`src/rtl/arm_pkg.sv`:
```
// Shared types and constants for the ARM pipeline control logic.
package arm_pkg;

    localparam int REG_ADDR_W = 4;

    typedef enum logic [1:0] {
        IDLE = 2'd0,
        WAIT = 2'd1,
        DONE = 2'd2
    } mem_state_t;

    // One in-flight writer as seen by the hazard detector.
    typedef struct packed {
        logic                  wb_en;
        logic                  mem_read;
        logic [REG_ADDR_W-1:0] dest;
    } trk_entry_t;

endpackage

```
`src/rtl/pipeline_ctrl_if.sv`:
```
// Handshake bundle between the ID/EXE/MEM stages and the pipeline controller.
interface pipeline_ctrl_if
    import arm_pkg::*;
#(
    parameter int REG_ADDR_W = arm_pkg::REG_ADDR_W
);

    logic                  id_valid;
    logic                  id_use_src1;
    logic                  id_use_src2;
    logic [REG_ADDR_W-1:0] id_src1;
    logic [REG_ADDR_W-1:0] id_src2;
    logic                  id_wb_en;
    logic [REG_ADDR_W-1:0] id_dest;
    logic                  id_mem_read;
    logic                  mem_req;
    logic                  branch_taken;
    logic                  freeze_if;
    logic                  bubble_id;
    logic                  flush;
    logic                  stall_all;
    logic                  mem_ready;

    // Stage side: presents the ID/EXE/MEM status, consumes the controls.
    modport master (
        output id_valid, id_use_src1, id_use_src2, id_src1, id_src2,
               id_wb_en, id_dest, id_mem_read, mem_req, branch_taken,
        input  freeze_if, bubble_id, flush, stall_all, mem_ready
    );

    // Controller side.
    modport slave (
        input  id_valid, id_use_src1, id_use_src2, id_src1, id_src2,
               id_wb_en, id_dest, id_mem_read, mem_req, branch_taken,
        output freeze_if, bubble_id, flush, stall_all, mem_ready
    );

endinterface

```
`src/rtl/mem_wait_fsm.sv`:
```
// Memory-stage wait-state sequencer: stalls the whole pipeline for MEM_WAIT
// cycles per access, then signals one cycle of valid MEM data.
module mem_wait_fsm
    import arm_pkg::*;
#(
    parameter int MEM_WAIT = 4
) (
    input  logic clk,
    input  logic rst,
    input  logic mem_req,
    output logic stall_all,
    output logic mem_ready
);

    localparam int CNT_W = $clog2(MEM_WAIT);
    localparam logic [CNT_W-1:0] CNT_LOAD = CNT_W'(MEM_WAIT - 1);
    localparam logic [CNT_W-1:0] CNT_ONE  = CNT_W'(1);

    localparam logic [1:0] ST_IDLE = IDLE;
    localparam logic [1:0] ST_WAIT = WAIT;
    localparam logic [1:0] ST_DONE = DONE;

    logic [1:0]       state;
    logic [1:0]       state_nxt;
    logic [CNT_W-1:0] cnt;
    logic [CNT_W-1:0] cnt_nxt;

    // Next-state and counter update; the IDLE request cycle already counts
    // as the first stall cycle, so WAIT runs for MEM_WAIT-1 cycles.
    always_comb begin
        state_nxt = state;
        cnt_nxt   = cnt;
        case (state)
            ST_IDLE: begin
                if (mem_req) begin
                    state_nxt = ST_WAIT;
                    cnt_nxt   = CNT_LOAD;
                end
            end
            ST_WAIT: begin
                if (cnt == CNT_ONE) begin
                    state_nxt = ST_DONE;
                end else begin
                    cnt_nxt = cnt - CNT_ONE;
                end
            end
            // mem_req in DONE still belongs to the completing access.
            ST_DONE: state_nxt = ST_IDLE;
            default: state_nxt = ST_IDLE;
        endcase
    end

    // State register; reset aborts any access in flight without a ready pulse.
    always_ff @(posedge clk) begin
        if (rst) begin
            state <= ST_IDLE;
            cnt   <= '0;
        end else begin
            state <= state_nxt;
            cnt   <= cnt_nxt;
        end
    end

    assign stall_all = ((state == ST_IDLE) && mem_req) || (state == ST_WAIT);
    assign mem_ready = (state == ST_DONE);

endmodule

```
`src/rtl/pipeline_ctrl.sv`:
```
// Hazard and sequencing controller for the five-stage ARM pipeline: RAW
// hazard detection against EXE/MEM writers, memory wait states, branch flush.
module pipeline_ctrl
    import arm_pkg::*;
#(
    parameter int REG_ADDR_W = arm_pkg::REG_ADDR_W,
    parameter int MEM_WAIT   = 4,
    parameter bit FWD_EN     = 1'b0
) (
    input  logic            clk,
    input  logic            rst,
    pipeline_ctrl_if.slave  bus
);

    logic [REG_ADDR_W-1:0] src1;
    logic [REG_ADDR_W-1:0] src2;
    trk_entry_t            exe_trk;
    trk_entry_t            mem_trk;
    trk_entry_t            id_entry;
    logic                  hit_src1;
    logic                  hit_src2;
    logic                  hazard;
    logic                  issue;
    logic                  stall_all;
    logic                  mem_ready;
    logic                  unused_trk;

    assign src1     = bus.id_src1;
    assign src2     = bus.id_src2;
    assign id_entry = '{wb_en: bus.id_wb_en, mem_read: bus.id_mem_read, dest: bus.id_dest};

    // A load sitting in MEM never stalls anyone, so its load flag is not read.
    assign unused_trk = mem_trk.mem_read;

    function automatic logic match(input trk_entry_t e, input logic [REG_ADDR_W-1:0] r);
        return e.wb_en && (e.dest == r);
    endfunction

    // RAW detection: without forwarding any EXE/MEM writer blocks the reader;
    // with forwarding only a load still in EXE does.
    always_comb begin
        if (FWD_EN) begin
            hit_src1 = exe_trk.mem_read && match(exe_trk, src1);
            hit_src2 = exe_trk.mem_read && match(exe_trk, src2);
        end else begin
            hit_src1 = match(exe_trk, src1) || match(mem_trk, src1);
            hit_src2 = match(exe_trk, src2) || match(mem_trk, src2);
        end
        hazard = bus.id_valid &&
                 ((bus.id_use_src1 && hit_src1) || (bus.id_use_src2 && hit_src2));
    end

    // A taken branch discards the ID instruction, so it never becomes a writer.
    assign issue = bus.id_valid && !hazard && !bus.branch_taken;

    // Shadow of the EXE and MEM writers; frozen together with the stages.
    always_ff @(posedge clk) begin
        if (rst) begin
            exe_trk <= '0;
            mem_trk <= '0;
        end else if (!stall_all) begin
            mem_trk <= exe_trk;
            exe_trk <= issue ? id_entry : '0;
        end
    end

    mem_wait_fsm #(
        .MEM_WAIT (MEM_WAIT)
    ) u_mem_wait (
        .clk       (clk),
        .rst       (rst),
        .mem_req   (bus.mem_req),
        .stall_all (stall_all),
        .mem_ready (mem_ready)
    );

    // Priority: memory stall over branch over hazard. A branch seen during a
    // stall simply waits in EXE and flushes once the stall lifts.
    assign bus.stall_all = stall_all;
    assign bus.mem_ready = mem_ready;
    assign bus.flush     = bus.branch_taken && !stall_all;
    assign bus.freeze_if = stall_all || (hazard && !bus.branch_taken);
    assign bus.bubble_id = hazard && !bus.branch_taken && !stall_all;

endmodule

```
`src/flat_wrapper.sv`:
```
// flat-port wrapper written by rule: the top's interface ports become plain ports
module pipeline_ctrl_flat import arm_pkg::*;
#(
    parameter int REG_ADDR_W = arm_pkg::REG_ADDR_W,
    parameter int MEM_WAIT   = 4,
    parameter bit FWD_EN     = 1'b0
)
  (clk, rst, bus_id_valid, bus_id_use_src1, bus_id_use_src2, bus_id_src1, bus_id_src2, bus_id_wb_en, bus_id_dest, bus_id_mem_read, bus_mem_req, bus_branch_taken, bus_freeze_if, bus_bubble_id, bus_flush, bus_stall_all, bus_mem_ready);
  pipeline_ctrl_if #(.REG_ADDR_W(REG_ADDR_W)) bus_i ();
  input  logic clk;
  input  logic rst;
  input wire logic [$bits(bus_i.id_valid)-1:0] bus_id_valid;
  input wire logic [$bits(bus_i.id_use_src1)-1:0] bus_id_use_src1;
  input wire logic [$bits(bus_i.id_use_src2)-1:0] bus_id_use_src2;
  input wire logic [$bits(bus_i.id_src1)-1:0] bus_id_src1;
  input wire logic [$bits(bus_i.id_src2)-1:0] bus_id_src2;
  input wire logic [$bits(bus_i.id_wb_en)-1:0] bus_id_wb_en;
  input wire logic [$bits(bus_i.id_dest)-1:0] bus_id_dest;
  input wire logic [$bits(bus_i.id_mem_read)-1:0] bus_id_mem_read;
  input wire logic [$bits(bus_i.mem_req)-1:0] bus_mem_req;
  input wire logic [$bits(bus_i.branch_taken)-1:0] bus_branch_taken;
  output wire logic [$bits(bus_i.freeze_if)-1:0] bus_freeze_if;
  output wire logic [$bits(bus_i.bubble_id)-1:0] bus_bubble_id;
  output wire logic [$bits(bus_i.flush)-1:0] bus_flush;
  output wire logic [$bits(bus_i.stall_all)-1:0] bus_stall_all;
  output wire logic [$bits(bus_i.mem_ready)-1:0] bus_mem_ready;
  assign bus_i.id_valid = bus_id_valid;
  assign bus_i.id_use_src1 = bus_id_use_src1;
  assign bus_i.id_use_src2 = bus_id_use_src2;
  assign bus_i.id_src1 = bus_id_src1;
  assign bus_i.id_src2 = bus_id_src2;
  assign bus_i.id_wb_en = bus_id_wb_en;
  assign bus_i.id_dest = bus_id_dest;
  assign bus_i.id_mem_read = bus_id_mem_read;
  assign bus_i.mem_req = bus_mem_req;
  assign bus_i.branch_taken = bus_branch_taken;
  assign bus_freeze_if = bus_i.freeze_if;
  assign bus_bubble_id = bus_i.bubble_id;
  assign bus_flush = bus_i.flush;
  assign bus_stall_all = bus_i.stall_all;
  assign bus_mem_ready = bus_i.mem_ready;
  pipeline_ctrl #(.REG_ADDR_W(REG_ADDR_W), .MEM_WAIT(MEM_WAIT), .FWD_EN(FWD_EN)) u_core (.clk(clk), .rst(rst), .bus(bus_i));
endmodule
```
`config.mk`:
```
export PLATFORM = sky130hd
export DESIGN_NAME = pipeline_ctrl_flat
export DESIGN_NICKNAME = d
export VERILOG_FILES = /design/src/rtl/arm_pkg.sv /design/src/rtl/pipeline_ctrl_if.sv /design/src/rtl/mem_wait_fsm.sv /design/src/rtl/pipeline_ctrl.sv /design/src/flat_wrapper.sv
export SDC_FILE = /design/constraint.sdc
export NUM_CORES = 1
export LEC_CHECK = 0
export ABC_CLOCK_PERIOD_IN_PS = 1500
export CAP_MARGIN = 30
export CORE_MARGIN = 2
export CORE_UTILIZATION = 23
export CTS_BUF_LIST = sky130_fd_sc_hd__clkbuf_2
export DETAILED_ROUTE_END_ITERATION = 6
export SLEW_MARGIN = 20
export SYNTH_ARGS = -nofsm -noshare
export SYNTH_HDL_FRONTEND = slang
export SYNTH_SLANG_ARGS = --single-unit
export TNS_END_PERCENT = 30
```
`constraint.sdc`:
```
create_clock -name clk -period 1.5 [get_ports clk]
set_clock_uncertainty 0.05 [all_clocks]
set_input_delay 0.3 -clock clk [delete_from_list [all_inputs] [get_ports clk]]
set_output_delay 0.3 -clock clk [all_outputs]
set_load 0.02 [all_outputs]
```
==> impl_results.md <==
* WL/cell at 10.9 microns
* FF+latch count, synth at 14
* Hold Path Cell Cnt at 2
* Pleak at between 0.5 and 0.6 nW
* R2r worst-path depth at 6
* Share of cells above drive strength 1 at 29.6%
* CP max stage delay at 0.46 ns
* H-Tree Depth at 1
* Yosys warns at 0
* Fmax at 0.525 GHz
* Global-route wire length before repair at between 3000 and 4000 microns
* Fin crit share at 127%
* Clk_lat worst skew at 0.27 ns
* Post-synth EDFFs at 0
* Die Ht at between 60 and 70 microns
* Initial antenna violation count at 0
* Die X-Extent at 62.9 microns
* Effective utilization at floorplan at a little under a quarter
* IO Pins at 26
* Area Overhead vs Synth at 56.4%
* Overall routed net length at approximately 2000 microns
* RSZ-0062 raised after global routing: true
* Synthesized area per cell at between 8 and 9 sq um
* Minimum clock period at between 1.5 and 2 ns
* Hold Fails Final Rpt at 0
* Critical path endpoint category: output pin
* WL met3 at approximately 140 microns
* Port bufs at 24
* M1 wire length at 1000 microns
* Hold path start: u_core.mem_trk[2]
* FF-to-FF End: u_core.exe_trk[2]
* DR iter-0 viols at 10
* Cts hold-fix bufs at 0
* Pre-CTS WS at -1.01 ns
* Number of global-route vias before repair at 818
* Vias per cell at 4.28
* Total negative setup slack at -0.862 ns
* Gr ovfl total at 0
* Cell Chain, Critical Path: clkdlybuf4s50_1, xnor2_1, nand4_1, nand4_2, a31o_4, buf_6
* Sink Count at 14
* Slew HR at 81.0%
* Class of the worst hold path: reg -> reg
* Num rows at 21
* Worst IR Drop VDD at between 0.3 and 0.4 mV
* Failing checks: setup timing
* Fin area at 1250 sq um
* Placed Area at 1210 sq um
* Fill count at 377
* WS Path Type: in -> out
* First-pass DRT Iterations at 4
* RR Startpoint: u_core.exe_trk[0]
* Final nets at 165
* CP required at 1.15 ns
* Slowest-stage cell, CP: clkdlybuf4s50_1
* Mapped cell area at 798 sq um
* Root Driver: clkbuf_2
* Via count at 804
* GRT Total Usage at 11.1%
* Status: complete, but fails checks
* Largest net degree at the start of global routing at 9
* Main synth FF type: dfxtp_1
* Met2 wire length at 888 microns
* Crit start category: input port
* Detail Route Antenna Nets at 0
* Crit path max fanout at 3
* R2r setup slk at 0.13 ns
* Async set or reset register ratio after synthesis at 0%
* Pins Over Slew Limit at 0
* Ant. Diodes at 0
* Final setup fails at 3
* Hold path endpoint: u_core.mem_trk[2]
* Slew @ Worst Pin at 0.285 ns
* Top Layer Used: met4
* Max-cap violations at 0
* WP data arrival at about 1.6 ns
* Max clock buf depth at 2
* Placer congestion estimate at 0.809
* DP HPWL at 1700 microns
* Clock Pin Slew Worst Setup and Hold Paths at 0.13 ns
* Sequential fraction of the synthesis area at 35.1%
* Final WS setup at -0.406 ns
* Distinct cell type count after synthesis at 26
* Synth Instances at between 90 and 100
* Core Footprint at 3340 sq um
* Post-synth net total at between 100 and 150
* Die Area at 3960 sq um
* Inserted Clock Buffers at 3
* DRC Markers at 0
* CTS tree: done
* Pwr dens at ~650 nW/um^2
==> Yosys cell counts (all sizes together) (2+ instances only) <==
cell type	n	area share, %
dfxtp	14	35
nor2	5	2.4
nor3	6	3.8
xor2	12	13
a21oi	5	3.1
nand4	5	4.7
buf	2	2.8
xnor2	4	4.4
nand3b	5	4.7
inv	5	2.4
o21ai	6	3.8
nand2	17	8.0
==> sequential cells by signal, indices dropped and copies added (netlist names) <==
| signal | count |
|---|---|
| u_core.u_mem_wait.state | 2 |
| u_core.mem_trk | 5 |
| u_core.u_mem_wait.cnt | 2 |
| u_core.exe_trk | 5 |
==> how the worst max path moves through the flow <==
stage                                     from             to  slack, ns
floorplan           u_core.u_mem_wait.state[0]  bus_bubble_id     -0.006
global placement                bus_id_src2[0]  bus_freeze_if      -1.00
detailed placement              bus_id_src1[2]  bus_freeze_if      -1.01
CTS                          u_core.exe_trk[0]  bus_bubble_id      -0.44
global route                 u_core.mem_trk[0]  bus_bubble_id      -0.50
finish                          bus_id_src1[3]  bus_freeze_if      -0.41
==> cells in the final DEF (no fill, tap or decap), types with 2 or more instances in the layout <==
cell type        synthesis  routed
buf_4                    0      20
nand2_1                 17      17
clkdlybuf4s50_1          0      12
xor2_1                  12      11
dlygate4sd2_1            0       7
dfxtp_2                  0       7
dfxtp_1                 14       7
nor3_1                   6       6
nor2_1                   5       5
a21oi_1                  5       5
nand3b_1                 5       5
o21ai_1                  5       5
inv_1                    4       4
xnor2_1                  4       4
nand4_1                  4       4
clkbuf_2                 0       3
buf_6                    2       3
buf_2                    0       2
==> critical path: cells and delay by family <==
kind,cells,cell delay (ns)
AOI/OAI and AO/OA,1,0.25
xor gates and xnor gates,1,0.15
and+or+nand+nor,2,0.28
buffers and inverters,2,0.58
==> per-layer routing <==
layer  up-vias  global-route usage, %
met5         -                      0
li1        418                      -
met4         0                   3.33
met3         3                   3.24
met1       352                   14.2
met2        31                   17.8
==> timing repair <==
action	4_1_cts	5_1_grt
setup buffers	2	0
resized for setup	36	4
endpoints found under the setup margin	7	5
pin swaps	10	0
==> area by class of cell <==
type / count / area (sq um) / share of cell area (%)
multi-input combinational: 75 / 489 / 39.2
timing repair buffer: 44 / 375 / 30.1
sequential: 14 / 289 / 23.1
tap: 46 / 57.6 / 4.61
inverter: 5 / 18.8 / 1.50
clock buffer: 3 / 15.0 / 1.20
clock inverter: 1 / 3.75 / 0.301
==> cell families after synthesis <==
kind of cell / Yosys count / synth area share (%)
xor gates and xnor gates: 16 / 17.6
muxes: 1 / 1.25
and+or+nand+nor: 42 / 27.9
adders and majority gates: 1 / 1.57
buffers and inverters: 8 / 5.64
DFF: 14 / 35.1
AOI/OAI and AO/OA: 15 / 11.0
==> power by group <==
group          total [W]  internal [W]  switching (W)  leakage [nW]
clock           0.000178     0.0000579       0.000120        0.0140
combinational   0.000235      0.000130       0.000105         0.411
sequential      0.000400      0.000389      0.0000115         0.117
==> stage by stage <==
stage	hold slack, ns	util, %	cells	total power [W]
6_report	0.434	37.4	188	0.000814
5_1_grt	0.471	37.4	188	0.000868
4_1_cts	0.439	37.1	188	0.000818
3_5_place_dp	0.438	36.4	182	0.000641
3_3_place_gp	0.419	36.4	182	0.000635
2_1_floorplan	0.396	-	97	0.000518
Power figures use the tool's default switching activity.
